## config.mk

```make
export PLATFORM = sky130hd
export DESIGN_NAME = ika2151_serial_dac_rx
export DESIGN_NICKNAME = d
export VERILOG_FILES = /design/src/rtl/ika2151_dac_pkg.sv /design/src/rtl/ika2151_fp2lin.sv /design/src/rtl/ika2151_serial_dac_rx.sv
export SDC_FILE = /design/constraint.sdc
export NUM_CORES = 1
export LEC_CHECK = 0
export ABC_AREA = 1
export BUFFER_PORTS_ARGS = -buffer_cell sky130_fd_sc_hd__buf_2
export CAP_MARGIN = 10
export CORE_ASPECT_RATIO = 1.25
export CORE_UTILIZATION = 40
export DETAILED_ROUTE_END_ITERATION = 8
export GPL_TIMING_DRIVEN = 0
export HOLD_SLACK_MARGIN = 0.06
export PLACE_DENSITY = 0.68
export SLEW_MARGIN = 10
export SYNTH_ARGS = -nofsm -noshare
export SYNTH_HDL_FRONTEND = slang
export SYNTH_SLANG_ARGS = --single-unit
export TNS_END_PERCENT = 100
```

## constraint.sdc

```tcl
create_clock -name i_EMUCLK -period 1.6 [get_ports i_EMUCLK]
set_input_delay 0.4 -clock i_EMUCLK [delete_from_list [all_inputs] [get_ports i_EMUCLK]]
set_output_delay 0.4 -clock i_EMUCLK [all_outputs]
set_load 0.01 [all_outputs]
```

## src/rtl/ika2151_dac_pkg.sv

```systemverilog
// ika2151_dac_pkg: shared constants and FSM state type for the serial DAC receiver
package ika2151_dac_pkg;
  localparam int WORD_BITS  = 16;
  localparam int MANT_LSB   = 3;
  localparam int EXP_LSB    = 13;
  localparam int SH_SPACING = 15;
  localparam int GAP_MAX    = 31;
  typedef enum logic [1:0] {HUNT, WAIT_SH2, WAIT_SH1} state_e;
endpackage

```

## src/rtl/ika2151_fp2lin.sv

```systemverilog
// ika2151_fp2lin: 10-bit mantissa / 3-bit exponent float to signed 16-bit linear PCM
module ika2151_fp2lin #(
  parameter bit ZERO_EXP_MUTE = 1'b1
) (
  input  logic [9:0]  i_MANT,
  input  logic [2:0]  i_EXP,
  output logic [15:0] o_LIN
);
  logic signed [15:0] ext;
  // Mantissa is offset-binary: flipping the MSB gives two's complement.
  assign ext   = {{7{~i_MANT[9]}}, i_MANT[8:0]};
  assign o_LIN = (i_EXP == 3'd0) ? (ZERO_EXP_MUTE ? 16'h0000 : ext) : ext <<< (i_EXP - 3'd1);
endmodule

```

## src/rtl/ika2151_serial_dac_rx.sv

```systemverilog
// ika2151_serial_dac_rx: YM3012-style serial DAC receiver with SH1/SH2 frame-spacing checker
module ika2151_serial_dac_rx
  import ika2151_dac_pkg::*;
#(
  parameter bit SWAP_LR       = 1'b0,
  parameter bit ZERO_EXP_MUTE = 1'b1
) (
  input  logic        i_EMUCLK,
  input  logic        i_IC_n,
  input  logic        i_phi1_NCEN_n,
  input  logic        i_SO,
  input  logic        i_SH1,
  input  logic        i_SH2,
  output logic [15:0] o_SAMPLE_L,
  output logic [15:0] o_SAMPLE_R,
  output logic        o_SAMPLE_VALID,
  output logic        o_LOCKED,
  output logic        o_FRAME_ERR
);
  state_e state_q, state_d;
  // Padding bits and the bit shifted out never reach the decoder, so only
  // the bits that can still land in the mantissa/exponent field are stored.
  logic [WORD_BITS-1:MANT_LSB+1] sr_q;
  logic [WORD_BITS-1:MANT_LSB]   sr_d;
  logic        sh1_q, sh2_q;
  logic [4:0]  gap_q, gap_d;
  logic [15:0] hold_l_q, hold_r_q, out_l_q, out_r_q, dec;
  logic        pend_q, valid_q, locked_q, ferr_q;
  logic        tick, sh1_fall, sh2_fall, both_fall, gap_ok, gap_max;
  logic        latch_l, latch_r, err;

  assign tick      = ~i_phi1_NCEN_n;
  assign sr_d      = {i_SO, sr_q};
  assign sh1_fall  = tick & sh1_q & ~i_SH1;
  assign sh2_fall  = tick & sh2_q & ~i_SH2;
  assign both_fall = sh1_fall & sh2_fall;
  assign gap_ok    = gap_q == 5'(SH_SPACING);
  assign gap_max   = gap_q == 5'(GAP_MAX);
  assign gap_d     = (latch_l | latch_r) ? 5'd0 : gap_q + {4'd0, ~gap_max};

  // One decoder serves both slots: L and R are never latched on the same tick.
  ika2151_fp2lin #(.ZERO_EXP_MUTE(ZERO_EXP_MUTE)) u_fp2lin (
    .i_MANT (sr_d[EXP_LSB-1:MANT_LSB]),
    .i_EXP  (sr_d[WORD_BITS-1:EXP_LSB]),
    .o_LIN  (dec)
  );

  // FSM state register
  always_ff @(posedge i_EMUCLK or negedge i_IC_n)
    if (!i_IC_n) state_q <= HUNT;
    else         state_q <= state_d;

  // FSM next state; simultaneous falls always drop back to HUNT
  always_comb begin
    state_d = state_q;
    case (state_q)
      HUNT:     state_d = sh1_fall ? WAIT_SH2 : HUNT;
      WAIT_SH2: state_d = sh2_fall ? (gap_ok ? WAIT_SH1 : HUNT) :
                          sh1_fall ? WAIT_SH2 : (tick & gap_max) ? HUNT : WAIT_SH2;
      WAIT_SH1: state_d = sh1_fall ? WAIT_SH2 : (sh2_fall | (tick & gap_max)) ? HUNT : WAIT_SH1;
      default:  state_d = HUNT;
    endcase
    if (both_fall) state_d = HUNT;
  end

  // FSM outputs: which slot to latch and whether the spacing was violated
  always_comb begin
    latch_l = sh1_fall & ~sh2_fall;
    latch_r = sh2_fall & ~sh1_fall & (state_q == WAIT_SH2) & gap_ok;
    err     = both_fall
            | ((state_q == WAIT_SH2) & (sh2_fall ? ~gap_ok : (sh1_fall | (tick & gap_max))))
            | ((state_q == WAIT_SH1) & (sh1_fall ? ~gap_ok : (sh2_fall | (tick & gap_max))));
  end

  // Datapath: shifter, strobe delays, gap counter, holding and output registers
  always_ff @(posedge i_EMUCLK or negedge i_IC_n)
    if (!i_IC_n) begin
      sr_q     <= '0;
      sh1_q    <= 1'b0;
      sh2_q    <= 1'b0;
      gap_q    <= 5'd0;
      hold_l_q <= 16'h0000;
      hold_r_q <= 16'h0000;
      out_l_q  <= 16'h0000;
      out_r_q  <= 16'h0000;
      pend_q   <= 1'b0;
      valid_q  <= 1'b0;
      locked_q <= 1'b0;
      ferr_q   <= 1'b0;
    end else begin
      valid_q <= 1'b0;
      ferr_q  <= 1'b0;
      pend_q  <= latch_r;
      if (tick) begin
        sr_q  <= sr_d[WORD_BITS-1:MANT_LSB+1];
        sh1_q <= i_SH1;
        sh2_q <= i_SH2;
        gap_q <= gap_d;
      end
      if (latch_l) hold_l_q <= dec;
      if (latch_r) hold_r_q <= dec;
      if (pend_q) begin
        out_l_q  <= SWAP_LR ? hold_r_q : hold_l_q;
        out_r_q  <= SWAP_LR ? hold_l_q : hold_r_q;
        valid_q  <= 1'b1;
        locked_q <= 1'b1;
      end
      if (err) begin
        ferr_q   <= 1'b1;
        locked_q <= 1'b0;
      end
    end

  assign o_SAMPLE_L     = out_l_q;
  assign o_SAMPLE_R     = out_r_q;
  assign o_SAMPLE_VALID = valid_q;
  assign o_LOCKED       = locked_q;
  assign o_FRAME_ERR    = ferr_q;
endmodule

```

# Yosys cells after proc, flatten, opt, wreduce, memory -nomap -nowiden
# Index checks and enable logic that the tools add are counted.
[op_classes]
n_mux = 17
n_shift = 1
n_bitwise = 25
eq_ne = 4
addsub = 2
n_reduce_logical = 3
[ops]
columns = ["operator", "n"]
rows = [
  ["$mux 16", 1],
  ["$sshl 16x3->16", 1],
  ["$and 1x1->1", 12],
  ["$mux 2", 5],
  ["$mux 1", 9],
  ["$not 1->1", 8],
  ["$pmux 2 s3", 1],
  ["$add 5x1->5", 1],
  ["$eq 5x4->1 const B", 1],
  ["$eq 5x5->1 const B", 1],
  ["$mux 5", 1],
  ["$or 1x1->1", 5],
  ["$logic_not 3->1", 1],
  ["$sub 3x1->3 const B", 1],
  ["$eq 2x1->1 const B", 1],
  ["$eq 2x2->1 const B", 1],
  ["$logic_not 2->1", 1],
  ["$reduce_bool 2->1", 1],
]
[word_totals]
regBits = 89
elab_cells = 65
in_bits = 6
output_inout_bits = 35

# Depth between registers and ports, before layout
# Gate-level depths: netlist of run 1.
[logic_depth]
word_depth = 9
mapped_depth = 12

# Modules after synthesis
# A second synthesis of run 1 with hierarchy kept.
[unflattened]
hier_cells = 428
area_unflattened_um2 = 4111.4
[by_module_without_submodules]
columns = ["mod", "seq_area_each_um2", "n_inst", "cells_per_inst", "area_each_um2"]
rows = [
  ["ika2151_serial_dac_rx", 2227.1, 1, 310, 3597.2],
  ["ika2151_fp2lin", 0.0, 1, 118, 514.2],
]

# Worst setup path before layout of run 1
# No wires, ideal clock.
[synth_timing]
kind = "register to register"
from = "register sr_q[14] (netlist bit)"
to = "register hold_r_q[13]"
setup_ns = 0.126
n_path_buf = 1
stages_incl_launch_ff = 11
t_required_ns = 1.474
t_arrival_ns = 1.436
setup_slack_ns = 0.038
cell_sequence = "dfrtp_1 buf_2 inv_2 ha_1 inv_1 nand2_1 nand2_1 o21ai_0 inv_1 nand3_1 o21ai_0"
[synth_via]
elab_chain_cells = 3
elab_cells_between_ends = 4
cone_classes = "add/sub: 1; shift: 1; mux: 1; reduce/logical: 1"
[synth_rtl]
columns = ["item", "line", "rtl"]
rows = [
  ["start, declared", "ika2151_serial_dac_rx.sv:23", "logic [WORD_BITS-1:MANT_LSB+1] sr_q;"],
  ["start signal, assigned", "ika2151_serial_dac_rx.sv:95", "sr_q <= sr_d[WORD_BITS-1:MANT_LSB+1];"],
  ["$sub 3x1->3", "ika2151_fp2lin.sv:12", "assign o_LIN = (i_EXP == 3'd0) ? (ZERO_EXP_MUTE ? 16'h0000 : ext) : ext <<< (i_EXP - 3'd1);"],
  ["$sshl 16x3->16", "ika2151_fp2lin.sv:12", ""],
  ["$mux 16 *", "ika2151_fp2lin.sv:12", ""],
  ["end signal, assigned", "ika2151_serial_dac_rx.sv:83", "hold_r_q <= 16'h0000;"],
  ["end signal, assigned", "ika2151_serial_dac_rx.sv:101", "if (latch_r) hold_r_q <= dec;"],
  ["end, declared", "ika2151_serial_dac_rx.sv:27", "logic [15:0] hold_l_q, hold_r_q, out_l_q, out_r_q, dec;"],
]
# Mark *: on every way between the ends. The rest lies on a longest branch, timed or not.
# A chain may end at the register's enable or synchronous reset.

# Worst setup path after layout of run 1
[layout_timing]
from = "register sr_q[14] (netlist bit)"
to = "register hold_l_q[6]"
[layout_via]
elab_chain_cells = 3
elab_cells_between_ends = 4
cone_classes = "add/sub: 1; shift: 1; mux: 1; reduce/logical: 1"
[layout_rtl]
columns = ["item", "line", "rtl"]
rows = [
  ["$sub 3x1->3", "ika2151_fp2lin.sv:12", ""],
  ["$sshl 16x3->16", "ika2151_fp2lin.sv:12", ""],
  ["$mux 16 *", "ika2151_fp2lin.sv:12", ""],
  ["end signal, assigned", "ika2151_serial_dac_rx.sv:82", "hold_l_q <= 16'h0000;"],
  ["end signal, assigned", "ika2151_serial_dac_rx.sv:100", "if (latch_l) hold_l_q <= dec;"],
  ["end, declared", "ika2151_serial_dac_rx.sv:27", ""],
]
# Marked as above.

==> results of run 1 <==
## critical path: cells and delay by family, from the launching register on
kind	cells	cell delay [ps]
buf+inv	4	370
simple gates	7	570
fa+ha+maj	1	130
flops	1	370
## final cells by class
cell class,instances,area share
buffer,18,0.02788
inverter,27,0.02401
timing repair buffer,49,0.06169
sequential,89,0.4595
multi-input combinational,289,0.3384
clock inverter,7,0.009551
clock buffer,9,0.04646
tap,126,0.03252
## state kept, by name, indices dropped and copies added, names as in the netlist
name and count:
sr_q 12, o_SAMPLE_VALID 1, gap_q 5, sh2_q 1
o_FRAME_ERR 1, o_SAMPLE_L 16, state_q 2, o_SAMPLE_R 16
hold_r_q 16, hold_l_q 16, sh1_q 1, pend_q 1
o_LOCKED 1
## final timing paths
| check | to | slack, ps | depth (start not counted) | from |
|---|---|---|---|---|
| hold reg to reg | o_SAMPLE_VALID | 380 | 0 | pend_q |
| setup / recovery | hold_l_q[6] | 80 | 12 | sr_q[14] |
| hold / removal | sh1_q | 330 | 3 | i_SH1 |
| max in group asynchronous | o_SAMPLE_L[6] | 470 | 3 | i_IC_n |
| min in group asynchronous | state_q[1] | 510 | 2 | i_IC_n |
| setup reg to reg | hold_l_q[6] | 80 | 12 | sr_q[14] |
## metrics by stage
step	hold WS, ps	total power (uW)	setup slack [ps]	TNS, ps
finish	330.1	5519	80.33	0
global route	344.5	5841	-24.74	-129.3
CTS	322.8	5463	17.71	0
detailed placement	337.3	3463	-289.1	-7380
global placement	359.1	3423	-641.3	-62520
floorplan	104.4	3211	37.65	0
## report_power, final
| group | internal [uW] | switching [uW] | leakage, uW | total, uW |
|---|---|---|---|---|
| registers | 2470 | 135 | 0.00120 | 2600 |
| logic | 389 | 609 | 0.00122 | 998 |
| clock network | 1050 | 872 | 0.000128 | 1920 |
## timing repair
action                                  in CTS  in global routing
setup buffers                                2                  5
cloned                                       0                  1
pin swaps                                    3                  9
gates resized for setup                     27                 20
endpoints found under the setup margin      32                 37
endpoints found under the hold margin       24                  0
hold buffers                                 1                  0
## routing by layer
metal | vias to the layer above | track usage
li1 | 1476 | -
met3 | 16 | 0.04400
met4 | 0 | 0.08360
met2 | 61 | 0.2944
met5 | - | 0
met1 | 1404 | 0.1996
## kinds of logic (layout without fill, tap and decap cells)
| logic type | after synthesis | after routing | share of synthesized area |
|---|---|---|---|
| simple gates | 206 | 206 | 0.2189 |
| flops | 89 | 89 | 0.5583 |
| compound gates | 45 | 45 | 0.06399 |
| buf+inv | 45 | 110 | 0.05207 |
| mux | 31 | 31 | 0.08751 |
| fa+ha+maj | 4 | 4 | 0.01255 |
| xor+xnor | 3 | 3 | 0.006588 |
## cells in the mapped netlist, drive strengths merged (4+ instances only)
cell type,count,area (sq um)
a21oi,5,25.02
o21ai,34,185.2
mux2,31,349.1
dfrtp,89,2227
nand3,18,100.1
inv,27,101.4
nand2,160,610.6
nor2,24,137.6
ha,4,50.05
buf,15,95.09
==> results.md, run 1 <==
- Core box area: slightly below 10000 sq um
- Hold Path Class: input port to flop
- Vias in the first global route: 3028
- Max Used Layer: met4
- Most frequently used flop master after synthesis: dfrtp_1
- RSZ-0062 raised after global routing: true
- Antenna Nets Post-Route: 0
- Crit Path Category: flop to flop
- Gr ovfl total: 0
- Post-layout net count: 493
- Post-synth EDFFs: 0
- Syn avg cell area: between 9 and 10 sq um
- # fillers: 881
- Crit Path Max Fanout: 7
- Placed Area: 4372 sq um
- Placed insts: between 500 and 600
- FMAX: 658.0 MHz
- Number of diodes: 0
- Power density over the cells: 1139 nW/um^2
- Mapped Cells: 423
- Outcome: finished clean
- Final Cell Area: 4847 sq um
- Largest net degree at the start of global routing: 66
- H-tree depth: 3
- Slowest stage delay, CP: 370 ps
- Initial core utilization: 0.4130
- Synth warn: 0
- Pleak: 0.002546 uW
- Post-synth ARST share: 1.000
- Post-DP HPWL: 5666 um
- DIE WIDTH: 91.32 um
- Period minus WS final: 1520 ps
- Cell Area, Synth: 3989 sq um
- Final count of negative-setup-slack endpoints: 0
- Commonest non-fill, non-tap cell in the layout: nand2_1
- Die Ht: 113.6 um
- Multi-input gate area: 1640 sq um
- Worst Setup End Kind: flop
- Met3 wire len: about 300 um
- Initial antenna violation count: 0
- Root Driver: clkbuf_16
- M1 WL: about 3500 um
- Final Util: 0.5018
- Die footprint: 10380 sq um
- VDD IR max: 0.0005140 V
- CP Cell Sequence: buf_6, clkinv_8, ha_4, inv_1, nand2_2, nand2_4, nor2_4, buf_6, nand2_1, nand2_1, nand2_1, nand2_1
- Drt via density: ~4.8
- First-pass DRT Iterations: 4
- Total clock sinks: 89
- Worst EP required: approximately 1900 ps
- Worst Path Arrival: 1800 ps
- FP Rows: 40
- Share of cells above drive strength 1: 0.3176
- Slew @ Worst Pin: 406.3 ps
- Post-synth net total: 433
- Fin crit share: 0.9498
- Yosys reg bits: slightly below 90
- CTS clock-pin slew for the worst setup and hold paths: 60 ps
- Wirelength per Cell: 12.98 um
- GR Util All Layers: 0.1713
- Synth cell types: 26
- Skew-Pair Late Insertion Delay: 340 ps
- Rel. slew slack: 0.7291
- First-pass GRT wire length: about 14000 um
- Buffers on Ports: 39
- DRC: 0
- Slowest-stage cell, CP: dfrtp_1
- CTS tree: built
- Via Count: between 2000 and 3000
- Bufs on Longest Clock Path: 2
- Max-cap violations: 0
- Commonest cells after routing, fill and taps aside: nand2_1 (146), dfrtp_1 (89), buf_2 (44)
- Critical Path Most Common Cell: nand2_1
- Sequential cell area: ~2200 sq um
- Area Overhead vs Synth: 21.52%
- Inserted Clock Buffers: 9
- Cell Count, Final, Fillers Out: 614
- Metal2 WL: 3981 um
- Routability Congestion: 0.8276
- Register area share after synthesis: 0.5583
- Iteration-0 DRC count of the detailed router: roughly 140
- Clock Skews: approximately 6.4 ps
- Startpoint types: flop
- Final Hold Fails: 0
- Total Routed Length: 7969 um
- # IOs: 41
- Slew Viols, Final: 0
Power figures use the tool's default switching activity.
==> run 2, diff against run 1 <==
--- a/config.mk
+++ b/config.mk
@@ -9,11 +9,11 @@
 export BUFFER_PORTS_ARGS = -buffer_cell sky130_fd_sc_hd__buf_2
 export CAP_MARGIN = 10
 export CORE_ASPECT_RATIO = 1.25
-export CORE_UTILIZATION = 40
+export CORE_UTILIZATION = 43
 export DETAILED_ROUTE_END_ITERATION = 8
 export GPL_TIMING_DRIVEN = 0
 export HOLD_SLACK_MARGIN = 0.06
-export PLACE_DENSITY = 0.68
+export PLACE_DENSITY = 0.72
 export SLEW_MARGIN = 10
 export SYNTH_ARGS = -nofsm -noshare
 export SYNTH_HDL_FRONTEND = slang
==> run 2 against run 1 <==
Against the previous run: die area down 6.8%; highest routed layer unchanged; non-clock buffer count up 6; utilization up 4.2 points; design area down 0.72%; combinational power up 5%; total power down 5.4%; final cell count unchanged; critical endpoint is now hold_r_q[13]; sequential cell count unchanged; largest power group unchanged; global-route usage up 1.4 points.
==> results.md, run 2 (synthesized netlist as in run 1, its figures left out) <==
- Root Driver: clkbuf_8
- Worst EP required: 1850 ps (-30 ps)
- Hold Path Class: input port to flop
- Metal2 WL: 4022 um (+1.0%)
- Via Count: 2983 (+0.88%)
- Slew @ Worst Pin: 434.7 ps (+28.39 ps)
- Pre-CTS WS: -291.7 ps (-2.619 ps)
- CTS tree: built
- Clock Skews: 11.28 ps (+4.907 ps)
- Rel. slew slack: 0.7102 (-0.01893)
- Total clock sinks: 89 (unchanged)
- Final count of negative-setup-slack endpoints: 0 (unchanged)
- Slew Viols, Final: 0 (unchanged)
- First-pass GRT wire length: 13580 um (-2.9%)
- Placed Area: 4364 sq um (-0.17%)
- Worst Setup End Kind: flop
- H-tree depth: 3 (unchanged)
- Commonest non-fill, non-tap cell in the layout: nand2_1
- Startpoint types: flop
- Period minus WS final: 1528 ps (+8.387 ps)
- Met3 wire len: 259 um (-13%)
- Crit Path Category: flop to flop
- Wirelength per Cell: 12.72 um (-2.0%)
- Commonest cells after routing, fill and taps aside: nand2_1 (142), dfrtp_1 (89), buf_2 (44)
- Largest net degree at the start of global routing: 59 (-11%)
- Post-DP HPWL: 5660 um (about the same)
- First-pass DRT Iterations: 4 (unchanged)
- DRC: 0 (unchanged)
- DIE WIDTH: 88.15 um (-3.5%)
- Initial antenna violation count: 0 (unchanged)
- Worst Hold Slack: 302.4 ps (-27.65 ps)
- Share of cells above drive strength 1: 0.3360 (+0.01841)
- # IOs: 41 (unchanged)
- CTS clock-pin slew for the worst setup and hold paths: 90 ps (+30 ps)
- Max-cap violations: 0 (unchanged)
- Fin crit share: 0.9550 (+0.005242)
- Buffers on Ports: 39 (unchanged)
- Gr ovfl total: 0 (unchanged)
- Core box area: 8843 sq um (-8.4%)
- Max Used Layer: met4
- GR Util All Layers: 0.1858 (+0.01449)
- Inserted Clock Buffers: 9 (unchanged)
- Bufs on Longest Clock Path: 2 (unchanged)
- Drt via density: 4.858 (+0.88%)
- Total Routed Length: 7809 um (-2.0%)
- Crit Path Max Fanout: 5 (-2)
- FMAX: 654.4 MHz (-0.55%)
- Worst Path Arrival: 1780 ps (-20 ps)
- Skew-Pair Late Insertion Delay: 370 ps (+30 ps)
- Power density over the cells: 1085 nW/um^2 (-4.7%)
- Final setup TNS: 0 ps (unchanged)
- FP Rows: 38 (-5.0%)
- Number of diodes: 0 (unchanged)
- Vias in the first global route: 2897 (-4.3%)
- Outcome: finished clean
- Post-layout net count: 499 (+1.2%)
- RSZ-0062 raised after global routing: true
- VDD IR max: 0.0005203 V (+1.2%)
- Iteration-0 DRC count of the detailed router: 118 (-13%)
- Die footprint: 9668 sq um (-6.8%)
- Final Hold Fails: 0 (unchanged)
- Area Overhead vs Synth: 20.64%
- Final worst slack: 71.94 ps (-8.387 ps)
- Pleak: 0.002552 uW (+0.24%)
- Final Util: 0.5441 (+0.04233)
- # fillers: 812 (-7.8%)
- Routability Congestion: 0.8953 (+8.2%)
- Antenna Nets Post-Route: 0 (unchanged)
- Die Ht: 109.7 um (-3.5%)
- Initial core utilization: 0.4510 (+0.03809)
- Final Cell Area: 4812 sq um (-0.72%)
- M1 WL: 3340 um (-3.9%)
## run 2: repair_timing
item	4_1_cts	5_1_grt
setup endpoints to repair	32	33
endpoints found under the hold margin	31	0
setup buffers	2	12
resized for setup	21	30
gates cloned	0	1
pin swaps	2	13
hold buffers	1	0
## run 2: per-stage QoR
step,total power [uW],instances
final,5223,614
after global placement,3419,582
after floorplan,3211,423
after detailed placement,3461,583
after CTS,5104,602
after global routing,5556,614
## run 2: power by group
part	switching (uW)	internal (uW)
Clock	819	740
Combinational	612	438
Sequential	151	2460
## run 2: per-layer routing
metal | vias up | track usage
li1 | 1478 | -
met1 | 1425 | 0.2276
met2 | 64 | 0.3134
met3 | 16 | 0.04505
met4 | 0 | 0.07604
met5 | - | 0
## run 2: final timing paths
| path | from | end | slack (ps) | cells after the start |
|---|---|---|---|---|
| setup / recovery | sr_q[14] | hold_r_q[13] | 70 | 11 |
| hold / removal | i_phi1_NCEN_n | sr_q[4] | 300 | 2 |
| setup reg to reg | sr_q[14] | hold_r_q[13] | 70 | 11 |
| hold reg to reg | pend_q | o_SAMPLE_VALID | 380 | 0 |
| max in group asynchronous | i_IC_n | o_SAMPLE_R[8] | 480 | 3 |
| min in group asynchronous | i_IC_n | sh1_q | 510 | 2 |
## run 2: worst max-delay path: stages, from the launching register on
cell	delay (ps)
dfrtp_1	380
buf_6	130
clkinv_8	50
ha_4	130
inv_2	30
nand2_2	60
nand2_4	80
buf_4	140
o21ai_2	180
inv_2	80
nand3_1	80
o21ai_0	80
## run 2: cell type report
cell class	count	area (sq um)	share of cell area
multi-input combinational	289	1647	0.3422
inverter	27	118.9	0.02470
timing repair buffer	56	347.8	0.07228
sequential	89	2227	0.4628
clock inverter	7	77.57	0.01612
buffer	17	120.1	0.02496
clock buffer	9	123.9	0.02574
tap	120	150.1	0.03120
